### config.mk
export PLATFORM = sky130hd
export DESIGN_NAME = immediate_decode_stage
export DESIGN_NICKNAME = d
export VERILOG_FILES = /design/src/rtl/imm_decode_pkg.sv /design/src/rtl/imm_extract.sv /design/src/rtl/immediate_decode_stage.sv
export SDC_FILE = /design/constraint.sdc
export NUM_CORES = 1
export LEC_CHECK = 0
export CAP_MARGIN = 0
export CORE_MARGIN = 1
export CORE_UTILIZATION = 50
export CTS_CLUSTER_DIAMETER = 120
export DETAILED_ROUTE_END_ITERATION = 16
export PLACE_DENSITY_LB_ADDON = 0.12
export SYNTH_ARGS = -nofsm -noshare
export SYNTH_HDL_FRONTEND = slang
export SYNTH_SLANG_ARGS = --single-unit
### constraint.sdc
create_clock -name clk -period 2.45 [get_ports clk]
set_input_delay 0.735 -clock clk [delete_from_list [all_inputs] [get_ports clk]]
set_output_delay 0.735 -clock clk [all_outputs]
set_load 0.05 [all_outputs]
### src/rtl/imm_decode_pkg.sv
// Shared format codes and RV32I/RV64I major opcodes for the immediate-decode stage.
package imm_decode_pkg;

   localparam logic [2:0] FMT_R    = 3'd0;
   localparam logic [2:0] FMT_I    = 3'd1;
   localparam logic [2:0] FMT_S    = 3'd2;
   localparam logic [2:0] FMT_B    = 3'd3;
   localparam logic [2:0] FMT_U    = 3'd4;
   localparam logic [2:0] FMT_J    = 3'd5;
   localparam logic [2:0] FMT_NONE = 3'd7;

   localparam logic [6:0] OPC_LOAD      = 7'b0000011;
   localparam logic [6:0] OPC_MISC_MEM  = 7'b0001111;
   localparam logic [6:0] OPC_OP_IMM    = 7'b0010011;
   localparam logic [6:0] OPC_AUIPC     = 7'b0010111;
   localparam logic [6:0] OPC_OP_IMM_32 = 7'b0011011;
   localparam logic [6:0] OPC_STORE     = 7'b0100011;
   localparam logic [6:0] OPC_OP        = 7'b0110011;
   localparam logic [6:0] OPC_LUI       = 7'b0110111;
   localparam logic [6:0] OPC_OP_32     = 7'b0111011;
   localparam logic [6:0] OPC_BRANCH    = 7'b1100011;
   localparam logic [6:0] OPC_JALR      = 7'b1100111;
   localparam logic [6:0] OPC_JAL       = 7'b1101111;
   localparam logic [6:0] OPC_SYSTEM    = 7'b1110011;

   // Opcodes that only exist in RV64 (word-sized ALU ops).
   function automatic logic is_rv64_only(input logic [6:0] opc);
      return (opc == OPC_OP_IMM_32) || (opc == OPC_OP_32);
   endfunction

endpackage

### src/rtl/imm_extract.sv
// Combinational decode: instruction word -> format, sign-extended immediate, illegal flag.
// No state; output follows input in the same cycle.
module imm_extract
   import imm_decode_pkg::*;
#(
   parameter int XLEN = 32
) (
   input  logic [31:0]     instruction,
   output logic [XLEN-1:0] immediate,
   output logic [2:0]      format,
   output logic            illegal
);

   localparam bit RV64 = (XLEN == 64);

   logic [6:0]  opcode;
   logic [31:0] imm32;

   assign opcode = instruction[6:0];

   always_comb begin
      imm32   = '0;
      format  = FMT_NONE;
      illegal = 1'b0;
      case (opcode)
         OPC_LOAD, OPC_OP_IMM, OPC_JALR, OPC_SYSTEM, OPC_MISC_MEM, OPC_OP_IMM_32: begin
            format = FMT_I;
            imm32  = {{20{instruction[31]}}, instruction[31:20]};
         end
         OPC_STORE: begin
            format = FMT_S;
            imm32  = {{20{instruction[31]}}, instruction[31:25], instruction[11:7]};
         end
         OPC_BRANCH: begin
            format = FMT_B;
            imm32  = {{19{instruction[31]}}, instruction[31], instruction[7],
                      instruction[30:25], instruction[11:8], 1'b0};
         end
         OPC_LUI, OPC_AUIPC: begin
            format = FMT_U;
            imm32  = {instruction[31:12], 12'b0};
         end
         OPC_JAL: begin
            format = FMT_J;
            imm32  = {{11{instruction[31]}}, instruction[31], instruction[19:12],
                      instruction[20], instruction[30:21], 1'b0};
         end
         OPC_OP, OPC_OP_32: begin
            format = FMT_R;
         end
         default: begin
            illegal = 1'b1;
         end
      endcase

      // Word ops and compressed/short encodings collapse to the illegal default.
      if ((is_rv64_only(opcode) && !RV64) || (instruction[1:0] != 2'b11)) begin
         imm32   = '0;
         format  = FMT_NONE;
         illegal = 1'b1;
      end

      immediate = XLEN'($signed(imm32));
   end

endmodule

### src/rtl/immediate_decode_stage.sv
// Registered valid/ready decode stage: 1-cycle latency, decode done at input and stored.
// Backpressure: optional two-entry skid (registered in_ready) or single register with combinational in_ready.
module immediate_decode_stage
   import imm_decode_pkg::*;
#(
   parameter int XLEN        = 32,
   parameter bit ENABLE_SKID = 1'b1
) (
   input  logic            clk,
   input  logic            reset,
   input  logic            flush,
   input  logic            in_valid,
   output logic            in_ready,
   input  logic [31:0]     in_instruction,
   input  logic [XLEN-1:0] in_pc,
   output logic            out_valid,
   input  logic            out_ready,
   output logic [31:0]     out_instruction,
   output logic [XLEN-1:0] out_pc,
   output logic [XLEN-1:0] out_immediate,
   output logic [2:0]      out_format,
   output logic            out_illegal
);

   typedef struct packed {
      logic [31:0]     instr;
      logic [XLEN-1:0] pc;
      logic [XLEN-1:0] imm;
      logic [2:0]      fmt;
      logic            illegal;
   } entry_t;

   localparam entry_t ENTRY_RST = '{instr: '0, pc: '0, imm: '0, fmt: FMT_NONE, illegal: 1'b0};

   logic [XLEN-1:0] dec_imm;
   logic [2:0]      dec_fmt;
   logic            dec_illegal;
   entry_t          in_entry;

   entry_t main_q, main_d;
   entry_t skid_q, skid_d;
   logic   main_vld_q, main_vld_d;
   logic   skid_vld_q, skid_vld_d;
   logic   in_ready_q, in_ready_d;
   logic   accept;
   logic   drain;

   imm_extract #(
      .XLEN(XLEN)
   ) u_extract (
      .instruction(in_instruction),
      .immediate  (dec_imm),
      .format     (dec_fmt),
      .illegal    (dec_illegal)
   );

   always_comb begin
      in_entry = '{instr: in_instruction, pc: in_pc, imm: dec_imm,
                   fmt: dec_fmt, illegal: dec_illegal};
   end

   assign in_ready = ENABLE_SKID ? in_ready_q : (!main_vld_q || out_ready);
   assign accept   = in_valid && in_ready && !flush;
   assign drain    = main_vld_q && out_ready;

   always_comb begin
      main_d     = main_q;
      skid_d     = skid_q;
      main_vld_d = main_vld_q;
      skid_vld_d = skid_vld_q;
      if (flush) begin
         main_vld_d = 1'b0;
         skid_vld_d = 1'b0;
      end else if (!main_vld_q || drain) begin
         // Main slot frees up: the older skid entry always goes first.
         if (skid_vld_q) begin
            main_d     = skid_q;
            main_vld_d = 1'b1;
            skid_vld_d = accept;
            if (accept) begin
               skid_d = in_entry;
            end
         end else begin
            main_vld_d = accept;
            if (accept) begin
               main_d = in_entry;
            end
         end
      end else if (accept) begin
         skid_d     = in_entry;
         skid_vld_d = 1'b1;
      end
      in_ready_d = !skid_vld_d;
   end

   always_ff @(posedge clk) begin
      if (reset) begin
         main_q     <= ENTRY_RST;
         skid_q     <= ENTRY_RST;
         main_vld_q <= 1'b0;
         skid_vld_q <= 1'b0;
         in_ready_q <= 1'b1;
      end else begin
         main_q     <= main_d;
         skid_q     <= skid_d;
         main_vld_q <= main_vld_d;
         skid_vld_q <= skid_vld_d;
         in_ready_q <= in_ready_d;
      end
   end

   assign out_valid       = main_vld_q;
   assign out_instruction = main_q.instr;
   assign out_pc          = main_q.pc;
   assign out_immediate   = main_q.imm;
   assign out_format      = main_q.fmt;
   assign out_illegal     = main_q.illegal;

endmodule

==> summary.md <==
| Metric | Value |
|---|---|
| Slowest-stage cell, CP | clkdlybuf4s50_1 |
| Final Skew | 6.14 ps |
| Final Hold Slack | 451 ps |
| Synth Warn # | 0 |
| Grt met1 use | 0.323 |
| Period utilization | 0.999 |
| Worst skew pair latency | 500 ps |
| Status | finished, final reports clean |
| Via count | 8151 |
| Area after DPL | 11100 sq um |
| CTS root buffer | clkbuf_16 |
| TritonRoute pass-1 iters | 5 |
| CTS Buf Count | 22 |
| Design area | 12000 sq um |
| Final Hold Vio Count | 0 |
| Number of global-route vias before repair | 7640 |
| Final Net Count | 1284 |
| Syn Nets | 1082 |
| Post-synth top area share | 0.470 |
| Most frequent cells in the layout | 202 x dfxtp_1, 166 x nand2_1, 158 x clkdlybuf4s50_1 |
| Largest family of logic cells by synthesized area | compound AO/OA/AOI/OAI gates |
| Top FF cell, synth | dfxtp_1 |
| Seq/Total Area, Yosys | 0.470 |
| Final count of pins violating max slew | 0 |
| DR iter-0 viols | 487 |
| Cells after Synth | 1013 |
| Max VDD drop | 0.559 mV |
| CP max stage delay | 410 ps |
| Worst Path Buf+Inv | 3 |
| Setup Total Neg Slack | 0 ps |
| Synthesized flop and latch total | 203 |
| Most Crowded Layer GR | met2 |
| Most common cell after layout, fill and taps aside | dfxtp_1 |
| Placer Congestion | 0.882 |
| RSZ-0062 raised after global routing | yes |
| Total gr overflow | 0 |
| Port bufs | 170 |
| DRT antenna net count | 0 |
| F_max | 408 MHz |
| Placed insts | 1403 |
| Critical Path Fanout Max | 5 |
| Min-delay worst type | reg2reg |
| FFs w/ async S/R, synth | 0 |
| Post-synthesis mux area share | 0.0765 |
| GRT Util Overall | 0.265 |
| Grt met2 use | 0.459 |
| Worst hold start | skid_q[30]$_SDFFE_PP0P_ |
| WP data required | 2870 ps |
| Crit path time final | 2450 ps |
| Leakage | 0.00430 uW |
| Setup ws final | 1.26 ps |
| Syn Area/Cell | 8.53 sq um |
| Die Ht | 133 microns |
| Pwr dens | 675 nW/um^2 |
| Clock transition at path regs | 60 ps |
| Crit. End Element | flip-flop |
| CTS Hold Bufs | 0 |
| Critical path type | in2reg |
| Clock buffer depth | 3 |
| Area leader, netlist | dfxtp_1 |
| Core area | 16700 sq um |
| Total die area | 17800 sq um |
| Clk sinks | 203 |
| Post-synth EDFFs | 0 |
| HPWL Detailed | 16.1 mm |
| Vias per cell | 5.63 |
| Initial Util | 0.517 |
| WL final | 24.4 mm |
| Largest net degree at the start of global routing | 80 |
| Worst Setup SP | in_instruction[5] |
| Max Cap Viol | 0 |
| Initial antenna violation count | 0 |
| Detailed-route wire length per cell | 16.8 microns |
| Setup Slack @ Placement | -832 ps |
| Worst slew pin tran | 826 ps |
| Adder-Cell Fraction of Synth Area | 0.00116 |
| Family with the most delay on the worst path | compound AO/OA/AOI/OAI gates |
| Crit path DAT | 2870 ps |
| Setup-failing EPs final | 0 |
| Cell Area, Synth | 8640 sq um |
| Post-route insts no fill | 1448 |
| Site Rows | 47 |
| First-pass GRT wire length | 38.3 mm |
| Critical path startpoint category | input pin |
| Worst-path cell chain | clkdlybuf4s50_1 > buf_6 > or3b_4 > a211o_4 > a31oi_4 > clkbuf_16 > o211ai_1 > a211oi_2 |
| Top post-synthesis cells by area | dfxtp_1 47%, mux2i_1 7.6%, nand2_1 7.2% |
| Layout area overhead | 38.7% |
| Met3 GRT Util | 0.0537 |
| I/O pins | 171 |
| Critical R2R Launch | skid_vld_q$_SDFF_PP0_ |
| Share of cells above drive strength 1 | 0.125 |
| FF-to-FF setup slack | 680 ps |
| Compound-Gate Fraction of Synth Area | 0.233 |
| Post-Synth XOR/XNOR Area | 0 |
| Die width | 133 microns |
| CTS tree | done |
| DRC viols | 0 |
| Simple logic cell fraction of the synthesized area | 0.174 |
| Post-synth cell types | 54 |
| CTS H-tree lvls | 1 |
| Antenna diode count | 0 |
| Max-slew headroom | 0.445 |
==> power by group <==
group	leakage, uW	internal [uW]	switching [uW]
Combinational	0.00230	531	831
Sequential	0.00165	3420	67.7
Clock	0.000342	1940	1300
==> worst paths after layout <==
kind	to	cells past startpoint
max	out_immediate[26]$_SDFFE_PP0P_	8
min	skid_q[30]$_SDFFE_PP0P_	2
max reg2reg	skid_q[59]$_SDFFE_PP0P_	5
min reg2reg	skid_q[30]$_SDFFE_PP0P_	2
==> synthesized netlist by cell type, types with 12 or more instances <==
master,count
a211oi_1,80
a21oi_1,95
a22oi_1,12
and2_1,19
buf_2,13
clkbuf_1,71
dfxtp_1,203
mux2i_1,66
nand2_1,166
nor2_1,122
nor3_1,17
o21ai_0,23
==> per-stage QoR <==
step / power, uW / utilization
after detailed placement: 4910 / 0.667
after CTS: 8140 / 0.710
after global placement: 4900 / 0.667
final: 8090 / 0.718
after floorplan: 4330 / -
after global routing: 8370 / 0.718
==> cells by family (layout without fill, tap and decap cells) <==
| group | after synthesis | in the layout |
|---|---|---|
| multiplexers | 66 | 66 |
| flip-flops | 203 | 203 |
| adder cells (fa/ha/maj) | 1 | 1 |
| buffers and inverters | 96 | 311 |
| AND/OR/NAND/NOR | 354 | 354 |
| AO/OA/AOI/OAI | 293 | 293 |
==> metal layers <==
metal | share of wire | wire length (microns)
met1 | 0.42 | 10200
met2 | 0.49 | 12100
met3 | 0.059 | 1450
met4 | 0.027 | 648
met5 | 0 | 0
==> flip-flops by register name, summed over array words and instances, names as in the netlist <==
name	count
in_ready	1
out_format	3
out_illegal	1
out_immediate	32
out_instruction	32
out_pc	32
out_valid	1
skid_q	100
skid_vld_q	1
==> worst reg2reg max path, delay by kind of cell (launching register included) <==
kind / cells / cell delay, ps
AOI/OAI and AO/OA: 2 / 470
buffers and inverters: 2 / 620
DFF: 1 / 490
and+or+nand+nor: 1 / 140
==> cell type report <==
cell class,instances,area (sq um)
Multi-Input combinational cell,714,4220
Timing Repair Buffer,267,2710
Clock buffer,34,657
Clock inverter,3,40.0
Fill cell,1354,4710
Inverter,7,26.3
Tap cell,220,275
Sequential cell,203,4070
==> repair_timing <==
| item | in CTS | in global routing |
|---|---|---|
| pin swaps | 0 | 11 |
| endpoints found under the hold margin | 0 | 0 |
| buffers inserted | 0 | 6 |
| gates resized for setup | 1 | 16 |
| setup endpoints to repair | 12 | 21 |
| gates cloned | 0 | 2 |
(Power assumes the default switching activity.)
